**config.mk**
```make
export PLATFORM = sky130hd
export DESIGN_NAME = mem_port_arbiter
export DESIGN_NICKNAME = d
export VERILOG_FILES = /design/src/rtl/mem_arb_pkg.sv /design/src/rtl/mem_arb_watchdog.sv /design/src/rtl/mem_port_arbiter.sv
export SDC_FILE = /design/constraint.sdc
export NUM_CORES = 1
export LEC_CHECK = 0
export ABC_AREA = 1
export BUFFER_PORTS_ARGS = -buffer_cell sky130_fd_sc_hd__buf_2
export CAP_MARGIN = 25
export CORE_UTILIZATION = 51
export CTS_CLUSTER_DIAMETER = 150
export DETAILED_ROUTE_END_ITERATION = 10
export PLACE_DENSITY = 0.94
export SYNTH_ARGS = -nofsm -noshare
export SYNTH_HDL_FRONTEND = slang
export SYNTH_SLANG_ARGS = --single-unit
export TNS_END_PERCENT = 10
```
**constraint.sdc**
```tcl
create_clock -name clk -period 2.4 [get_ports clk]
set_input_delay 0.24 -clock clk [delete_from_list [all_inputs] [get_ports clk]]
set_output_delay 0.24 -clock clk [all_outputs]
set_load 0.02 [all_outputs]
```
**src/rtl/mem_arb_pkg.sv**
```systemverilog
// Shared types and grant encodings for the unified-memory port arbiter.
package mem_arb_pkg;

    typedef enum logic [1:0] {
        IDLE,
        ACCESS,
        RESP
    } state_t;

    localparam logic GNT_IF = 1'b0;
    localparam logic GNT_DM = 1'b1;

endpackage

```
**src/rtl/mem_arb_watchdog.sv**
```systemverilog
// Access timeout counter: cleared on grant, counts ACCESS cycles without
// mem_ready, flags expiry combinationally in the cycle the count would reach TIMEOUT_CYC.
module mem_arb_watchdog #(
    parameter int TIMEOUT_CYC = 16
) (
    input  logic clk,
    input  logic rst_n,
    input  logic i_clear,
    input  logic i_enable,
    output logic o_expired
);

    localparam int CNT_W = $clog2(TIMEOUT_CYC + 1);

    logic [CNT_W-1:0] r_cnt;

    always_ff @(posedge clk or negedge rst_n) begin
        if (!rst_n) begin
            r_cnt <= '0;
        end else if (i_clear) begin
            r_cnt <= '0;
        end else if (i_enable) begin
            r_cnt <= r_cnt + 1'b1;
        end
    end

    // Expiry fires during the TIMEOUT_CYC-th idle ACCESS cycle, so ACCESS lasts exactly TIMEOUT_CYC cycles.
    assign o_expired = i_enable && (r_cnt == CNT_W'(TIMEOUT_CYC - 1));

endmodule

```
**src/rtl/mem_port_arbiter.sv**
```systemverilog
// Shares one variable-latency memory between the fetch and data ports, one access at a time,
// round-robin on ties. Define MEM_ARB_TIMEOUT_EN to build the ACCESS-state timeout/abort path.
module mem_port_arbiter
    import mem_arb_pkg::*;
#(
    parameter int ADDR_W      = 32,
    parameter int DATA_W      = 32,
    parameter int TIMEOUT_CYC = 16
) (
    input  logic              clk,
    input  logic              reset,
    input  logic              if_req,
    input  logic [ADDR_W-1:0] if_addr,
    output logic [DATA_W-1:0] if_rdata,
    output logic              if_done,
    input  logic              dm_req,
    input  logic              dm_we,
    input  logic [ADDR_W-1:0] dm_addr,
    input  logic [DATA_W-1:0] dm_wdata,
    output logic [DATA_W-1:0] dm_rdata,
    output logic              dm_done,
    output logic              mem_cs,
    output logic              mem_we,
    output logic [ADDR_W-1:0] mem_addr,
    output logic [DATA_W-1:0] mem_wdata,
    input  logic [DATA_W-1:0] mem_rdata,
    input  logic              mem_ready,
    output logic              busy,
    output logic              err
);

    state_t            r_state;
    state_t            w_next;
    logic              r_last;
    logic              r_port;
    logic              r_we;
    logic              r_err;
    logic [ADDR_W-1:0] r_addr;
    logic [DATA_W-1:0] r_wdata;
    logic [DATA_W-1:0] r_if_rdata;
    logic [DATA_W-1:0] r_dm_rdata;
    logic              w_grant;
    logic              w_gnt_port;
    logic              w_expired;

`ifdef MEM_ARB_TIMEOUT_EN
    mem_arb_watchdog #(
        .TIMEOUT_CYC(TIMEOUT_CYC)
    ) u_watchdog (
        .clk      (clk),
        .rst_n    (reset),
        .i_clear  (w_grant),
        .i_enable ((r_state == ACCESS) && !mem_ready),
        .o_expired(w_expired)
    );
`else
    logic w_unused_timeout;
    assign w_unused_timeout = (TIMEOUT_CYC != 0);
    assign w_expired        = 1'b0;
`endif

    // NOTE: every signal driven here gets a default first so no latch is inferred.
    always_comb begin
        w_next     = r_state;
        w_grant    = 1'b0;
        w_gnt_port = GNT_IF;
        case (r_state)
            IDLE: begin
                if (if_req && dm_req) begin
                    w_grant    = 1'b1;
                    w_gnt_port = ~r_last;
                end else if (dm_req) begin
                    w_grant    = 1'b1;
                    w_gnt_port = GNT_DM;
                end else if (if_req) begin
                    w_grant    = 1'b1;
                    w_gnt_port = GNT_IF;
                end
                if (w_grant) w_next = ACCESS;
            end
            ACCESS:  if (mem_ready || w_expired) w_next = RESP;
            RESP:    w_next = IDLE;
            default: w_next = IDLE;
        endcase
    end

    // NOTE: sequential state uses non-blocking assignments so all registers update together.
    always_ff @(posedge clk or negedge reset) begin
        if (!reset) begin
            r_state    <= IDLE;
            r_last     <= GNT_IF;
            r_port     <= GNT_IF;
            r_we       <= 1'b0;
            r_err      <= 1'b0;
            r_addr     <= '0;
            r_wdata    <= '0;
            r_if_rdata <= '0;
            r_dm_rdata <= '0;
        end else begin
            r_state <= w_next;
            if (w_grant) begin
                r_port  <= w_gnt_port;
                r_last  <= w_gnt_port;
                r_addr  <= (w_gnt_port == GNT_DM) ? dm_addr : if_addr;
                r_we    <= (w_gnt_port == GNT_DM) ? dm_we : 1'b0;
                r_wdata <= (w_gnt_port == GNT_DM) ? dm_wdata : '0;
            end
            if (r_state == ACCESS) begin
                r_err <= ~mem_ready & w_expired;
                if (mem_ready) begin
                    if (!r_we) begin
                        if (r_port == GNT_DM) r_dm_rdata <= mem_rdata;
                        else                  r_if_rdata <= mem_rdata;
                    end
                end else if (w_expired) begin
                    if (r_port == GNT_DM) r_dm_rdata <= '0;
                    else                  r_if_rdata <= '0;
                end
            end
        end
    end

    // mem_cs decodes the state register, so an asynchronous reset drops it at once.
    assign mem_cs    = (r_state == ACCESS);
    assign mem_we    = mem_cs & r_we;
    assign mem_addr  = r_addr;
    assign mem_wdata = r_wdata;
    assign if_done   = (r_state == RESP) && (r_port == GNT_IF);
    assign dm_done   = (r_state == RESP) && (r_port == GNT_DM);
    assign if_rdata  = r_if_rdata;
    assign dm_rdata  = r_dm_rdata;
    assign busy      = (r_state != IDLE);
    assign err       = (r_state == RESP) & r_err;

endmodule

```
# Word-level counts from Yosys, hierarchy flattened
# Cells that the tools add are included.
# totals
wordCells	36
in_bits	134
out_inout_bits	134
reg_bits	132
# classes
n_eq_ne	4
n_reduce_logical	8
mux	14
bitwise	3
# ops
operator	count
$mux 32	2
$mux 1	9
$reduce_and 4->1	2
$mux 2	2
$ne 2x1->1 const B	2
$pmux 2 s2	1
$logic_and 1x1->1	3
$eq 2x1->1 const B	1
$eq 2x2->1 const B	1
$logic_not 2->1	1
$not 1->1	2
$reduce_and 2->1	1
$reduce_bool 2->1	1
$and 1x1->1	1

# Longest topological paths before layout
# depth
word_depth	6
mapped_depth	8
depth_no_buf	6

# Least setup slack after synthesis
# OpenSTA, ideal clock, no wires.
# synth_path
path_type	register to register
from	register r_state[1]
to	register r_wdata[23], in the netlist mem_wdata[23]
setup_slack_ns	1.028
path_buffers	2
setup_time_ns	0.121
t_arrival_ns	1.250
required_ns	2.279
synth_period_minus_slack_ns	1.372
stages_incl_launch_ff	9
path_cell_list	dfrtp_1 > inv_2 > nand2_2 > nor2_4 > inv_2 > buf_4 > buf_4 > nand2_1 > o21ai_1
# synth_via
elab_chain_cells	3
elab_cells_between_ends	4
classes_between	mux (3); reduce/logical (1)
# synth_lines
item	line_no	source
from (decl)	mem_port_arbiter.sv:32	state_t r_state;
from (signal assigned)	mem_port_arbiter.sv:100	r_state <= w_next;
$logic_not 2->1 *	mem_port_arbiter.sv:67	case (r_state)
$mux 1	mem_port_arbiter.sv:67	
$mux 32	mem_port_arbiter.sv:106	r_wdata <= (w_gnt_port == GNT_DM) ? dm_wdata : '0;
to (signal assigned)	mem_port_arbiter.sv:106	
to (decl)	mem_port_arbiter.sv:39	logic [DATA_W-1:0] r_wdata;
# Mark *: on every way between the ends. The rest lies on a longest branch, timed or not.
# A chain may end at the register's enable or synchronous reset.

# Worst setup path after layout
# layout_path
from	register r_state[0]
to	register r_if_rdata[6], in the netlist if_rdata[6]
# layout_via
elab_chain_cells	2
# layout_lines
item	line_no	source
$eq 2x1->1	mem_port_arbiter.sv:108	if (r_state == ACCESS) begin
$reduce_and 4->1 (no source line)	-	
to (signal assigned)	mem_port_arbiter.sv:113	else r_if_rdata <= mem_rdata;
to (decl)	mem_port_arbiter.sv:40	logic [DATA_W-1:0] r_if_rdata;
# No other way between the ends.

==> run summary <==
====================================================================================================
Status                                                                                  finished, final reports clean
Critical Setup Path Class                                                               register to register
Hold Fails Final Rpt                                                                               0
Total wire length after detailed routing                                                    15.82 mm
Area of the multi-input gates                                                             1829 sq um
Mapped cell area                                                                          5894 sq um
Fmax achieved                                                                              591.8 MHz
Num ports                                                                                        268
Number of global-route vias before repair                                                       5197
Total die area                                                                           11990 sq um
Wire length of the first global-routing pass                                                24.52 mm
TritonCTS clock tree                                                                            done
Drt first pass iters                                                                               5
Most common flop cell mapped by yosys                                                   sky130_fd_sc_hd__dfrtp_1
Antenna violations before repair                                                                   0
Hold-fix buffers, CTS                                                                              1
# Max-Cap Violations                                                                               0
Root Driver                                                                             sky130_fd_sc_hd__clkbuf_16
Cells after synthesis                                                                            714
Clock insertion delay at the later pin of the skew report                                    0.40 ns
Unrepaired setup endpoints after global routing                                                   no
Total number of nets in the final design                                                        1101
Residual DRC count                                                                                 0
Clock-pin slew reported for the worst setup and hold paths after clock tree synthesis        0.07 ns
GPL Wtd Cong                                                                                  0.8237
Number of vias in the routed layout                                                             5580
Largest incremental delay on the critical path                                               0.51 ns
Share of Yosys cell area claimed by the top area cell type                                    0.5604
Crit-path cells                                                                         inv_2 -> nor2_4 -> nand3_4 -> nand2_1 -> o21ai_1
Final count of negative-setup-slack endpoints                                                      0
Highest-delay cell along the critical path                                              sky130_fd_sc_hd__nand3_4
Non-filler cells in the finished layout                                                         1120
Leakage power total                                                                      0.004756 uW
Post-Route Utilization                                                                        0.7102
Critical Path Sink Type                                                                     register
Power per Cell Area                                                                     1428 nW/um^2
Ratio of cells with drive above 1 in the final layout                                         0.3245
Mapped Avg Cell Area                                                                     8.255 sq um
Kind of start point of the critical path                                                    register
Ant. Diodes                                                                                        0
FILL cells                                                                                       842
# port buffers                                                                                   266
Worst IR Drop VDD                                                                        0.0008761 V
Mean routed wirelength per cell                                                             14.12 um
Hold Crit Class                                                                         primary input to register
Worst setup slack before clock tree synthesis                                              0.6927 ns
Area of all sequential standard cells                                                     3303 sq um
Chip Width                                                                                  109.5 um
TritonCTS Sinks                                                                                  132
Post-synth cell types                                                                             23
Core region area                                                                         11030 sq um
Count of state elements after synthesis                                                          132
Warnings from Yosys                                                                                0
Final global-route overflow total                                                                  0
Cell depth of the worst flop-to-flop path                                                          5
Area Growth Syn to Fin                                                                        32.90%
Number of gates on the worst path with buffers counted                                             5
FFs w/ async S/R, synth                                                                        1.000
Min cycle time layout                                                                       1.690 ns
Final max-slew violation count                                                                     0
Top fanout value on the critical path                                                             64
Buffer and inverter count on the worst path                                                        1
Cell types with the largest area share after synthesis                                  sky130_fd_sc_hd__dfrtp_1, sky130_fd_sc_hd__nand2_1, sky130_fd_sc_hd__inv_1, sky130_fd_sc_hd__o21ai_0, sky130_fd_sc_hd__o21ai_1
Sequential-to-total area share from yosys stat                                                0.5604
Number of H-tree branching levels                                                                  4
Row count                                                                                         38
Worst endpoint data arrival time                                                             1.94 ns
Pin count of the biggest net entering global routing                                              65
Biggest area consumer among synthesized cells                                           sky130_fd_sc_hd__dfrtp_1
Total routing usage reported by global routing                                                0.2686
Starting utilization of the core area                                                         0.5344
Buffers inserted by post-CTS timing repair                                                         0
Cts repair resizes                                                                                 0
Final worst-path cycle share                                                                  0.7041
Library cell with the highest instance count after synthesis                            sky130_fd_sc_hd__nand2_1
1st-iter DRT viols                                                                               449
Post-synth EDFFs                                                                                   0
Worst-margin pin slew                                                                      0.6758 ns
Total clock buffers created by CTS                                                                17
Mapped Nets                                                                                      848
Detailed Place HPWL                                                                         11.47 mm
Detailed-route vias per instance                                                               4.982
Required time of the critical path                                                           2.65 ns
Buffer levels on the longest clock path                                                            2
Most common library cells after synthesis                                               sky130_fd_sc_hd__nand2_1, sky130_fd_sc_hd__inv_1, sky130_fd_sc_hd__dfrtp_1, sky130_fd_sc_hd__o21ai_0, sky130_fd_sc_hd__o21ai_1
Placed insts                                                                                    1087
Count of antenna-violating nets left after detailed routing                                        0
Total negative slack for setup checks                                                           0 ns
Slew headroom                                                                                 0.5495
Floorplan die height                                                                        109.5 um
Hold path cells                                                                                    3
Worst Slack Setup Final                                                                    0.7101 ns
Family of cells with the greatest summed delay on the critical path                     simple AND/OR/NAND/NOR gates
Worst clock skew                                                                          0.01020 ns
====================================================================================================
[layout make-up]
class	instances	share of cell area
multi-input combinational	403	0.2335
sequential	132	0.4217
clock buffer	19	0.05654
tap	140	0.02236
inverter	136	0.06517
timing repair buffer	277	0.1864
clock inverter	13	0.01437
[cell usage in the layout, fill, tap and decap left out, types with 2 or more instances in the layout]
cell type | Yosys | routed
sky130_fd_sc_hd__nor2_4 | 3 | 3
sky130_fd_sc_hd__o21ai_1 | 49 | 49
sky130_fd_sc_hd__nand3_1 | 33 | 32
sky130_fd_sc_hd__nand4_1 | 32 | 32
sky130_fd_sc_hd__buf_12 | 0 | 3
sky130_fd_sc_hd__inv_2 | 3 | 3
sky130_fd_sc_hd__nor3_1 | 2 | 2
sky130_fd_sc_hd__clkinv_4 | 0 | 3
sky130_fd_sc_hd__buf_4 | 14 | 7
sky130_fd_sc_hd__clkinvlp_4 | 0 | 3
sky130_fd_sc_hd__clkbuf_16 | 0 | 17
sky130_fd_sc_hd__nor2_1 | 3 | 3
sky130_fd_sc_hd__o21ai_0 | 49 | 49
sky130_fd_sc_hd__inv_1 | 133 | 133
sky130_fd_sc_hd__dfrtp_1 | 132 | 132
sky130_fd_sc_hd__inv_6 | 0 | 6
sky130_fd_sc_hd__nand2_1 | 226 | 226
sky130_fd_sc_hd__buf_2 | 6 | 265
[path summary, 6_finish.rpt]
check | endpoint | start | slack, ns
max in group asynchronous | mem_addr[11] | reset | 1.36
max | if_rdata[6] | r_state[0] | 0.71
min reg2reg | mem_addr[5] | mem_addr[5] | 0.48
min in group asynchronous | dm_rdata[21] | reset | 0.36
max reg2reg | if_rdata[6] | r_state[0] | 0.71
min | dm_rdata[7] | mem_rdata[7] | 0.05
[cells by family (layout without fill, tap and decap cells)]
kind of cell | count (synthesis) | in the layout | synth area share
flip-flops | 132 | 132 | 0.5604
AND/OR/NAND/NOR | 303 | 303 | 0.2246
buffers and inverters | 179 | 445 | 0.1301
other | 1 | 1 | 0.0006362
AO/OA/AOI/OAI | 99 | 99 | 0.08427
[through the flow]
step / cell area (sq um) / total power [uW] / hold WS, ns
2_1_floorplan: 5894 / 7037 / -0.05559
3_3_place_gp: 7268 / 8649 / 0.2415
3_5_place_dp: 7268 / 8853 / 0.2451
4_1_cts: 7834 / 11290 / 0.03916
5_1_grt: 7834 / 11910 / 0.04488
6_report: 7834 / 11190 / 0.05461
[report_power, final]
group / switching (uW) / leakage [uW] / internal, uW
clock: 1030 / 0.000264 / 1380
sequential: 584 / 0.00166 / 3290
combinational: 3390 / 0.00283 / 1520
total: 4990 / 0.00476 / 6190
[tightest hold or removal path: stages]
cell and delay (ns):
sky130_fd_sc_hd__buf_2 0.09, sky130_fd_sc_hd__nand2_1 0.04, sky130_fd_sc_hd__nand2_1 0.05
[layer usage]
layer	global-route usage	vias up	wire length [um]
met2	0.4712	245	8023
met5	0	-	0
li1	-	2704	-
met3	0.08180	28	1327
met4	0.1181	0	478
met1	0.3012	2603	5986
[flip-flops by register name (all words and copies together) (netlist names)]
name and flops:
if_rdata 32, r_we 1, dm_rdata 32, mem_wdata 32, r_state 2, r_port 1
mem_addr 32
No activity file was read; power rests on OpenSTA's default activity.
